File: src/rtl/vga_sync_rx_if.sv
// vga_sync_rx_if: groups the sampled video timing inputs and the recovered
// timing outputs of vga_sync_rx.
//   master : video source / capture side (drives timing, consumes coordinates)
//   slave  : vga_sync_rx itself
// Signals:
//   i_pix_stb, i_hs, i_vs, i_blanking : incoming timing (hs/vs active low)
//   o_x, o_y, o_de                    : recovered coordinates and data enable
//   o_locked, o_frame_start, o_err    : lock status and one-clock pulses
//   o_line_len, o_frame_lines         : last measured line / frame length
interface vga_sync_rx_if;
   logic       i_pix_stb;
   logic       i_hs;
   logic       i_vs;
   logic       i_blanking;
   logic [9:0] o_x;
   logic [8:0] o_y;
   logic       o_de;
   logic       o_locked;
   logic       o_frame_start;
   logic       o_err;
   logic [9:0] o_line_len;
   logic [9:0] o_frame_lines;

   modport master (
      output i_pix_stb, i_hs, i_vs, i_blanking,
      input  o_x, o_y, o_de, o_locked, o_frame_start, o_err, o_line_len, o_frame_lines
   );

   modport slave (
      input  i_pix_stb, i_hs, i_vs, i_blanking,
      output o_x, o_y, o_de, o_locked, o_frame_start, o_err, o_line_len, o_frame_lines
   );
endinterface

File: src/rtl/vga_sync_rx.sv
// vga_sync_rx: receive-side VGA timing recovery. Samples hsync/vsync/blanking
// on pixel strobes, measures line period and lines per frame, locks onto a
// stable timing and regenerates pixel coordinates plus data enable.
// Ports:
//   i_clk   : system clock
//   i_rst_n : asynchronous active-low reset
//   bus     : vga_sync_rx_if.slave (timing inputs, recovered outputs)
module vga_sync_rx #(
   parameter int unsigned P_LINE_MIN  = 700,
   parameter int unsigned P_LINE_MAX  = 900,
   parameter int unsigned P_LINES_MIN = 500,
   parameter int unsigned P_LINES_MAX = 600
) (
   input  logic         i_clk,
   input  logic         i_rst_n,
   vga_sync_rx_if.slave bus
);

   localparam logic [9:0] LineMin  = 10'(P_LINE_MIN);
   localparam logic [9:0] LineMax  = 10'(P_LINE_MAX);
   localparam logic [9:0] LinesMin = 10'(P_LINES_MIN);
   localparam logic [9:0] LinesMax = 10'(P_LINES_MAX);
   localparam logic [9:0] CntMax   = 10'd1023;

   typedef enum logic [1:0] {StSearch, StAcquire, StLocked} state_e;

   state_e     state_q;
   logic       hs_prev_q, vs_prev_q;
   logic [9:0] h_cnt_q, v_cnt_q, x_cnt_q;
   logic [8:0] y_cnt_q;
   logic       active_seen_q;
   logic       unstable_q, prev_valid_q;
   logic [9:0] ref_line_q, ref_lines_q;
   logic [9:0] x_q, line_len_q, frame_lines_q;
   logic       de_q, locked_q, frame_start_q, err_q;

   logic       hs_fall, vs_fall;
   logic [9:0] period, v_cnt_upd, line_len_upd, x_inc;
   logic [8:0] y_inc;
   logic       unstable_upd, lock_ok, violation;

   always_comb begin
      hs_fall      = hs_prev_q & ~bus.i_hs;
      vs_fall      = vs_prev_q & ~bus.i_vs;
      // Period of the line ending on this strobe is h_cnt + 1, saturated.
      period       = (h_cnt_q == CntMax) ? CntMax : h_cnt_q + 10'd1;
      // Line count as seen after any hs_fall on this same strobe.
      v_cnt_upd    = v_cnt_q;
      if (hs_fall && v_cnt_q != CntMax) v_cnt_upd = v_cnt_q + 10'd1;
      line_len_upd = hs_fall ? period : line_len_q;
      x_inc        = (x_cnt_q == CntMax) ? CntMax : x_cnt_q + 10'd1;
      y_inc        = (y_cnt_q == 9'd511) ? 9'd511 : y_cnt_q + 9'd1;
      // o_line_len doubles as the previous period for the stability check.
      unstable_upd = unstable_q | (hs_fall & prev_valid_q & (period != line_len_q));
      lock_ok      = ~unstable_upd &
                     (line_len_upd >= LineMin) && (line_len_upd <= LineMax) &&
                     (v_cnt_upd >= LinesMin) && (v_cnt_upd <= LinesMax);
      violation    = (hs_fall && period != ref_line_q) ||
                     (vs_fall && v_cnt_upd != ref_lines_q) ||
                     (!hs_fall && period == CntMax);
   end

   always_ff @(posedge i_clk or negedge i_rst_n) begin
      if (!i_rst_n) begin
         state_q       <= StSearch;
         hs_prev_q     <= 1'b1;
         vs_prev_q     <= 1'b1;
         h_cnt_q       <= '0;
         v_cnt_q       <= '0;
         x_cnt_q       <= '0;
         y_cnt_q       <= '0;
         active_seen_q <= 1'b0;
         unstable_q    <= 1'b0;
         prev_valid_q  <= 1'b0;
         ref_line_q    <= '0;
         ref_lines_q   <= '0;
         x_q           <= '0;
         line_len_q    <= '0;
         frame_lines_q <= '0;
         de_q          <= 1'b0;
         locked_q      <= 1'b0;
         frame_start_q <= 1'b0;
         err_q         <= 1'b0;
      end else begin
         frame_start_q <= 1'b0;
         err_q         <= 1'b0;
         if (bus.i_pix_stb) begin
            hs_prev_q <= bus.i_hs;
            vs_prev_q <= bus.i_vs;

            // Line / frame measurement
            h_cnt_q <= hs_fall ? 10'd0 : period;
            if (hs_fall) line_len_q <= period;
            v_cnt_q <= vs_fall ? 10'd0 : v_cnt_upd;
            if (vs_fall) frame_lines_q <= v_cnt_upd;

            // Coordinates
            if (!bus.i_blanking) begin
               x_q           <= x_cnt_q;
               x_cnt_q       <= x_inc;
               de_q          <= locked_q;
               active_seen_q <= 1'b1;
            end else begin
               x_cnt_q <= '0;
               de_q    <= 1'b0;
            end
            // Rows advance only after a line that carried active pixels.
            if (hs_fall && active_seen_q) begin
               y_cnt_q       <= y_inc;
               active_seen_q <= 1'b0;
            end
            if (vs_fall) y_cnt_q <= '0;

            // Lock FSM
            unique case (state_q)
               StSearch: begin
                  if (vs_fall) begin
                     state_q      <= StAcquire;
                     unstable_q   <= 1'b0;
                     prev_valid_q <= 1'b0;
                  end
               end
               StAcquire: begin
                  unstable_q <= unstable_upd;
                  if (hs_fall) prev_valid_q <= 1'b1;
                  if (vs_fall) begin
                     if (lock_ok) begin
                        ref_line_q  <= line_len_upd;
                        ref_lines_q <= v_cnt_upd;
                        state_q     <= StLocked;
                        locked_q    <= 1'b1;
                     end else begin
                        unstable_q <= 1'b0;
                     end
                  end
               end
               StLocked: begin
                  if (violation) begin
                     err_q        <= 1'b1;
                     locked_q     <= 1'b0;
                     de_q         <= 1'b0;
                     state_q      <= StAcquire;
                     unstable_q   <= 1'b0;
                     prev_valid_q <= 1'b0;
                  end else if (vs_fall) begin
                     frame_start_q <= 1'b1;
                  end
               end
               default: state_q <= StSearch;
            endcase
         end
      end
   end

   assign bus.o_x           = x_q;
   assign bus.o_y           = y_cnt_q;
   assign bus.o_de          = de_q;
   assign bus.o_locked      = locked_q;
   assign bus.o_frame_start = frame_start_q;
   assign bus.o_err         = err_q;
   assign bus.o_line_len    = line_len_q;
   assign bus.o_frame_lines = frame_lines_q;

endmodule

File: src/flat_wrapper.sv
// flat-port wrapper written by rule: the top's interface ports become plain ports
module vga_sync_rx_flat 
#(
   parameter int unsigned P_LINE_MIN  = 700,
   parameter int unsigned P_LINE_MAX  = 900,
   parameter int unsigned P_LINES_MIN = 500,
   parameter int unsigned P_LINES_MAX = 600
)
  (i_clk, i_rst_n, bus_i_pix_stb, bus_i_hs, bus_i_vs, bus_i_blanking, bus_o_x, bus_o_y, bus_o_de, bus_o_locked, bus_o_frame_start, bus_o_err, bus_o_line_len, bus_o_frame_lines);
  vga_sync_rx_if bus_i ();
  input  logic i_clk;
  input  logic i_rst_n;
  input wire logic [$bits(bus_i.i_pix_stb)-1:0] bus_i_pix_stb;
  input wire logic [$bits(bus_i.i_hs)-1:0] bus_i_hs;
  input wire logic [$bits(bus_i.i_vs)-1:0] bus_i_vs;
  input wire logic [$bits(bus_i.i_blanking)-1:0] bus_i_blanking;
  output wire logic [$bits(bus_i.o_x)-1:0] bus_o_x;
  output wire logic [$bits(bus_i.o_y)-1:0] bus_o_y;
  output wire logic [$bits(bus_i.o_de)-1:0] bus_o_de;
  output wire logic [$bits(bus_i.o_locked)-1:0] bus_o_locked;
  output wire logic [$bits(bus_i.o_frame_start)-1:0] bus_o_frame_start;
  output wire logic [$bits(bus_i.o_err)-1:0] bus_o_err;
  output wire logic [$bits(bus_i.o_line_len)-1:0] bus_o_line_len;
  output wire logic [$bits(bus_i.o_frame_lines)-1:0] bus_o_frame_lines;
  assign bus_i.i_pix_stb = bus_i_pix_stb;
  assign bus_i.i_hs = bus_i_hs;
  assign bus_i.i_vs = bus_i_vs;
  assign bus_i.i_blanking = bus_i_blanking;
  assign bus_o_x = bus_i.o_x;
  assign bus_o_y = bus_i.o_y;
  assign bus_o_de = bus_i.o_de;
  assign bus_o_locked = bus_i.o_locked;
  assign bus_o_frame_start = bus_i.o_frame_start;
  assign bus_o_err = bus_i.o_err;
  assign bus_o_line_len = bus_i.o_line_len;
  assign bus_o_frame_lines = bus_i.o_frame_lines;
  vga_sync_rx #(.P_LINE_MIN(P_LINE_MIN), .P_LINE_MAX(P_LINE_MAX), .P_LINES_MIN(P_LINES_MIN), .P_LINES_MAX(P_LINES_MAX)) u_core (.i_clk(i_clk), .i_rst_n(i_rst_n), .bus(bus_i));
endmodule
File: config.mk
export PLATFORM = sky130hd
export DESIGN_NAME = vga_sync_rx_flat
export DESIGN_NICKNAME = d
export VERILOG_FILES = /design/src/rtl/vga_sync_rx_if.sv /design/src/rtl/vga_sync_rx.sv /design/src/flat_wrapper.sv
export SDC_FILE = /design/constraint.sdc
export NUM_CORES = 1
export LEC_CHECK = 0
export BUFFER_PORTS_ARGS = -buffer_cell sky130_fd_sc_hd__buf_2
export CAP_MARGIN = 10
export CORE_ASPECT_RATIO = 1.4
export CORE_MARGIN = 2
export CORE_UTILIZATION = 29
export CTS_CLUSTER_DIAMETER = 200
export DETAILED_ROUTE_END_ITERATION = 16
export PLACE_DENSITY_LB_ADDON = 0.08
export SLEW_MARGIN = 15
export SYNTH_ARGS = -nofsm -noshare
export SYNTH_HDL_FRONTEND = slang
export SYNTH_SLANG_ARGS = --single-unit
File: constraint.sdc
create_clock -name i_clk -period 4.8 [get_ports i_clk]
set_input_delay 0 -clock i_clk [delete_from_list [all_inputs] [get_ports i_clk]]
set_output_delay 0 -clock i_clk [all_outputs]
set_load 0.1 [all_outputs]
==> results of run 1 <==
==> cells in the mapped netlist (5+ instances only) <==
library cell  instances
inv_1                40
nand4_1              14
nor2b_1               7
and2_1                5
nor2_1               41
o22ai_1              18
mux2i_1              13
nor3_1               21
buf_6                 7
o211ai_1              8
dfrtp_1              98
a22o_1                9
buf_4                 5
clkbuf_1             23
o21a_1                6
mux2_2               17
o31ai_1               6
nand2_1              93
nand3_1              25
nor4_1                7
xor2_1                9
o221ai_1              9
a21oi_1              43
nand2b_1              9
xnor2_1              10
o21ai_0              56
a31oi_1              12
buf_2                 7
and3_1               14
==> state kept, by name (all words and copies together), names as in the netlist <==
signal / cells
u_core.bus.o_frame_lines: 10
u_core.bus.o_line_len: 10
u_core.bus.o_x: 10
u_core.h_cnt_q: 10
u_core.ref_line_q: 10
u_core.ref_lines_q: 10
u_core.v_cnt_q: 10
u_core.x_cnt_q: 10
u_core.bus.o_y: 9
u_core.state_q: 2
u_core.active_seen_q: 1
u_core.bus.o_de: 1
u_core.bus.o_err: 1
u_core.bus.o_frame_start: 1
u_core.bus.o_locked: 1
u_core.hs_prev_q: 1
u_core.prev_valid_q: 1
u_core.unstable_q: 1
u_core.vs_prev_q: 1
==> power by group through the flow <==
stage / logic [W] / registers (W) / clock network (W)
5_1_grt: 0.00110 / 0.00111 / 0.000818
4_1_cts: 0.00103 / 0.00109 / 0.000788
6_report: 0.00103 / 0.00109 / 0.000758
3_5_place_dp: 0.00103 / 0.00111 / 0
2_1_floorplan: 0.000395 / 0.00150 / 0
3_3_place_gp: 0.00103 / 0.00110 / 0
==> cell type report <==
cell class	instances	area [um2]
multi-input cells	540	3390
fillers	2269	14600
clock buffers	9	225
clock inverters	7	78.8
inverters	40	150
well taps	297	372
repair buffers	61	348
flip-flops and latches	100	2500
==> cell families after synthesis <==
| family | after synthesis | share of synthesized area [%] |
|---|---|---|
| AND/OR/NAND/NOR | 275 | 22.4 |
| adder cells (fa/ha/maj) | 4 | 0.788 |
| XOR/XNOR | 19 | 2.62 |
| multiplexers | 31 | 5.30 |
| flip-flops | 100 | 39.4 |
| buffers and inverters | 88 | 7.28 |
| AO/OA/AOI/OAI | 211 | 22.2 |
==> stage by stage <==
step | std cells | util [%]
after floorplan | 728 | -
after global placement | 1035 | 31.0
after detailed placement | 1035 | 31.0
after CTS | 1054 | 32.6
after global routing | 1054 | 32.6
final | 1054 | 32.6
==> what timing repair did <==
item / CTS / global route
hold endpoints to repair: 55 / 0
setup buffers: 0 / 0
hold buffers: 3 / 0
==> worst register-to-register path: stages, from the launching register on <==
cell and delay [ps]:
dfrtp_1 570, ha_1 390, nand3_1 170, nor3_1 490
o31ai_1 280, o41a_2 550, a2111oi_2 420, and4b_1 280
buf_4 240, mux2_2 360
==> per-layer routing <==
layer | track usage [%] | wire length (um) | vias up
li1 | - | - | 2712
met4 | 7.88 | 780 | 0
met2 | 31.6 | 10300 | 158
met1 | 20.8 | 8060 | 2755
met3 | 2.60 | 621 | 45
met5 | 0 | 0 | -
==> final timing paths <==
path	startpoint	endpoint	slack, ps	cells past startpoint
setup / recovery	u_core.h_cnt_q[0]	u_core.ref_lines_q[8]	940	9
hold / removal	bus_i_blanking	u_core.x_cnt_q[2]	7	2
setup reg to reg	u_core.h_cnt_q[0]	u_core.ref_lines_q[8]	940	9
hold reg to reg	u_core.bus.o_x[2]	u_core.bus.o_x[2]	480	2
max in group asynchronous	i_rst_n	u_core.v_cnt_q[0]	3430	3
min in group asynchronous	i_rst_n	u_core.bus.o_line_len[2]	240	2
==> impl_metrics.env, run 1 <==
export IMPL_status="finished clean"
export IMPL_area_growth_pct=11.2
export IMPL_clk_latency_ps=360
export IMPL_routed_wl_mm=19.8
export IMPL_netlist_area_um2=6350
export IMPL_synth_seq_area_share_pct=39.4
export IMPL_cp_required_ps=5040
export IMPL_die_area_um2=23100
export IMPL_power_frac_clock_pct=26.4
export IMPL_synth_cell_types=83
export IMPL_ys_seq_elements=100
export IMPL_min_path_type="in2reg"
export IMPL_placed_area_um2=6730
export IMPL_setup_tns_ps=0
export IMPL_cp_end_kind="register"
export IMPL_core_area_um2=21700
export IMPL_grt_pass1_vias=5565
export IMPL_comb_power_share_pct=35.7
export IMPL_synth_async_reset_ratio_pct=100
export IMPL_p_switching_w=0.00131
export IMPL_wl_per_cell_um=18.7
export IMPL_synth_edf_count=0
export IMPL_gp_congestion=0.904
export IMPL_dieWidth_um=129
export IMPL_cts_sinks=100
export IMPL_finalHoldViolations=0
export IMPL_antenna_found_initial=0
export IMPL_worstPathMaxFanout=12
export IMPL_path_buf_inv=1
export IMPL_grt_start_max_net_pins=56
export IMPL_synth_warnings=0
export IMPL_place_hpwl_mm=14.5
export IMPL_drcViolationCount=0
export IMPL_synth_area_top_cells="dfrtp_1, nand2_1, o21ai_0"
export IMPL_fin_worst_hold_slack_ps=6.80
export IMPL_slew_headroom_pct=43.2
export IMPL_switching_share_pct=45.7
export IMPL_max_cap_violations=0
export IMPL_post_cts_resized=0
export IMPL_crit_slowest_cell="dfrtp_1"
export IMPL_pre_cts_ws_ps=929
export IMPL_postSynthAreaPerCell_um2=8.73
export IMPL_path_class="reg2reg"
export IMPL_worstMarginPinSlew_ps=849
export IMPL_drtIter0Drc=276
export IMPL_grt_overflow=0
export IMPL_syn_nets=738
export IMPL_period_share_pct=80.5
export IMPL_cp_start_kind="register"
export IMPL_fin_area_um2=7070
export IMPL_io_pins=49
export IMPL_leakage_nw=2.99
export IMPL_critical_path_arrival_ps=4110
export IMPL_die_h_um=179
export IMPL_num_rows=64
export IMPL_portBuffers=48
export IMPL_antenna_cells=0
export IMPL_period_minus_slack_ps=3860
export IMPL_skew_ps=11.4
export IMPL_seq_power_share_pct=38.0
export IMPL_grt_use_total_pct=17.7
export IMPL_rsz0062_at_grt="no"
export IMPL_setup_violations=0
export IMPL_initial_core_util_pct=29.3
export IMPL_numCtsBuffers=9
export IMPL_layout_nets=762
export IMPL_postRouteAntennaNets=0
export IMPL_final_common_cell="dfrtp_1"
export IMPL_cts_root_buffer="clkbuf_16"
export IMPL_drive_gt1_share_pct=15.3
export IMPL_routed_via_density=5.38
export IMPL_path_cells="ha_1 -> nand3_1 -> nor3_1 -> o31ai_1 -> o41a_2 -> a2111oi_2 -> and4b_1 -> buf_4 -> mux2_2"
export IMPL_slowest_delay_ps=570
export IMPL_synth_area_leader_cell="dfrtp_1"
export IMPL_synth_flop_cell="dfrtp_1"
export IMPL_num_vias=5670
export IMPL_path_clk_slew_ps=90
export IMPL_clock_path_buffers=2
export IMPL_slew_violations=0
export IMPL_yosysTopAreaCellShare_pct=38.6
export IMPL_intPower_w=0.00156
export IMPL_clock_fmax_mhz=259
export IMPL_finalPower_w=0.00287
export IMPL_drt_first_pass_iters=5
export IMPL_tritoncts="yes"
export IMPL_path_delay_family="compound AO/OA/AOI/OAI gates"
export IMPL_vdd_drop_max_uv=219
export IMPL_powerDensity_nw_per_um2=407
export IMPL_cts_max_level=3
export IMPL_layout_common_cells="dfrtp_1, nand2_1, o21ai_0"
export IMPL_timing_final_ws_setup_ps=935
export IMPL_synth_cells=728
export IMPL_grt_pass1_wl_mm=31.4
Note: power is estimated with default switching activity, not from simulation.
==> run 2, diff against run 1 <==
Clock period 4.8 ns to 3.5 ns, I/O delays scaled along.
==> impl_metrics.env, run 2 (synthesis results as in run 1) <==
export IMPL_layout_nets=809
export IMPL_critical_path_arrival_ps=3590
export IMPL_routed_via_density=5.34
export IMPL_period_minus_slack_ps=3350
export IMPL_core_area_um2=21700
export IMPL_fillerInstances=2260
export IMPL_grt_start_max_net_pins=47
export IMPL_slew_violations=0
export IMPL_cp_end_kind="register"
export IMPL_pre_cts_ws_ps=127
export IMPL_path_clk_slew_ps=80
export IMPL_clock_fmax_mhz=298
export IMPL_status="finished clean"
export IMPL_powerDensity_nw_per_um2=545
export IMPL_final_common_cell="dfrtp_1"
export IMPL_num_vias=5875
export IMPL_antenna_found_initial=0
export IMPL_layout_common_cells="dfrtp_1, nand2_1, o21ai_0"
export IMPL_cts_max_level=3
export IMPL_area_growth_pct=18.3
export IMPL_clock_path_buffers=2
export IMPL_worstPathMaxFanout=19
export IMPL_tritoncts="yes"
export IMPL_setup_violations=0
export IMPL_drtIter0Drc=408
export IMPL_clk_latency_ps=360
export IMPL_grt_pass1_vias=5843
export IMPL_postRouteAntennaNets=0
export IMPL_setup_tns_ps=0
export IMPL_whs_path_depth=2
export IMPL_cp_required_ps=3740
export IMPL_portBuffers=48
export IMPL_dieWidth_um=129
export IMPL_period_share_pct=95.8
export IMPL_cts_sinks=100
export IMPL_vdd_drop_max_uv=221
export IMPL_worstMarginPinSlew_ps=780
export IMPL_place_hpwl_mm=15.5
export IMPL_drcViolationCount=0
export IMPL_leakage_nw=3.24
export IMPL_fin_worst_hold_slack_ps=20.7
export IMPL_min_path_type="in2reg"
export IMPL_reg2reg_depth=9
export IMPL_cp_start_kind="register"
export IMPL_timing_final_ws_setup_ps=147
export IMPL_grt_overflow=0
export IMPL_slew_headroom_pct=47.5
export IMPL_io_pins=49
export IMPL_max_cap_violations=0
export IMPL_die_h_um=179
export IMPL_skew_ps=12.7
export IMPL_initial_core_util_pct=29.3
export IMPL_drive_gt1_share_pct=21.4
export IMPL_antenna_cells=0
export IMPL_grt_pass1_wl_mm=33.0
export IMPL_numCtsBuffers=9
export IMPL_finalHoldViolations=0
export IMPL_die_area_um2=23100
export IMPL_routed_wl_mm=20.7
export IMPL_cts_root_buffer="clkbuf_16"
export IMPL_num_rows=64
export IMPL_path_class="reg2reg"
export IMPL_drt_first_pass_iters=5
export IMPL_gp_congestion=0.928
export IMPL_wl_per_cell_um=18.8
export IMPL_grt_use_total_pct=18.5
## run 2: cell types whose count changed in the layout (fill, tap and decap cells not counted), moves of 2 or more
| cell | change |
|---|---|
| nor4_1 | -2 |
| dfrtp_1 | -3 |
| buf_12 | +2 |
| nor4_2 | +2 |
| dfrtp_2 | +3 |
| buf_4 | +44 |
## run 2: metrics by stage
step	cells	total power (W)	utilization [%]	area, um2
CTS	1099	0.00415	34.4	7460
detailed placement	1079	0.00300	32.7	7090
global route	1101	0.00433	34.7	7520
finish	1101	0.00410	34.7	7520
global placement	1079	0.00299	32.7	7090
floorplan	728	0.00259	-	6350
## run 2: report_power, final
part / total [W] / switching, W / internal (W)
sequential: 0.00147 / 0.000167 / 0.00130
clock: 0.00112 / 0.000535 / 0.000583
combinational: 0.00151 / 0.00112 / 0.000390
total: 0.00410 / 0.00182 / 0.00228
## run 2: path summary, 6_finish.rpt
check                                       start                        to  slack (ps)
worst max-delay path            u_core.h_cnt_q[3]     u_core.ref_lines_q[4]         150
worst min-delay path                bus_i_pix_stb          u_core.bus.o_err          20
worst max register to register  u_core.h_cnt_q[3]     u_core.ref_lines_q[4]         150
worst min register to register  u_core.bus.o_x[1]         u_core.bus.o_x[1]         480
max in group asynchronous                 i_rst_n          u_core.vs_prev_q        2400
min in group asynchronous                 i_rst_n  u_core.bus.o_line_len[0]         180
## run 2: repair_timing
item	CTS	global route
hold endpoints to repair	47	0
hold buffers	4	0
buffers inserted	0	2
gates resized for setup	0	11
endpoints found under the setup margin	0	10
## run 2: worst max-delay path, stage by stage, from the launching register on
cell	delay, ps
dfrtp_1	450
nand3_1	200
buf_12	210
nor3_1	380
o31ai_1	280
o41a_2	570
a2111oi_4	340
and4b_2	310
buf_12	160
mux2_2	350
## run 2: final cells by class
cell class | instances | area (um2) | share of cell area (%)
clock buffer | 9 | 225 | 3.00
clock inverter | 7 | 108 | 1.43
inverter | 40 | 150 | 2.00
multi-input combinational | 540 | 3430 | 45.6
sequential | 100 | 2510 | 33.4
tap | 297 | 372 | 4.94
timing repair buffer | 108 | 728 | 9.68
## run 2: per-layer routing
layer / vias to the layer above / track usage (%) / wire [um]
li1: 2806 / - / -
met1: 2872 / 22.2 / 8580
met2: 150 / 32.2 / 10600
met3: 47 / 2.48 / 639
met4: 0 / 9.10 / 906
met5: - / 0 / 0
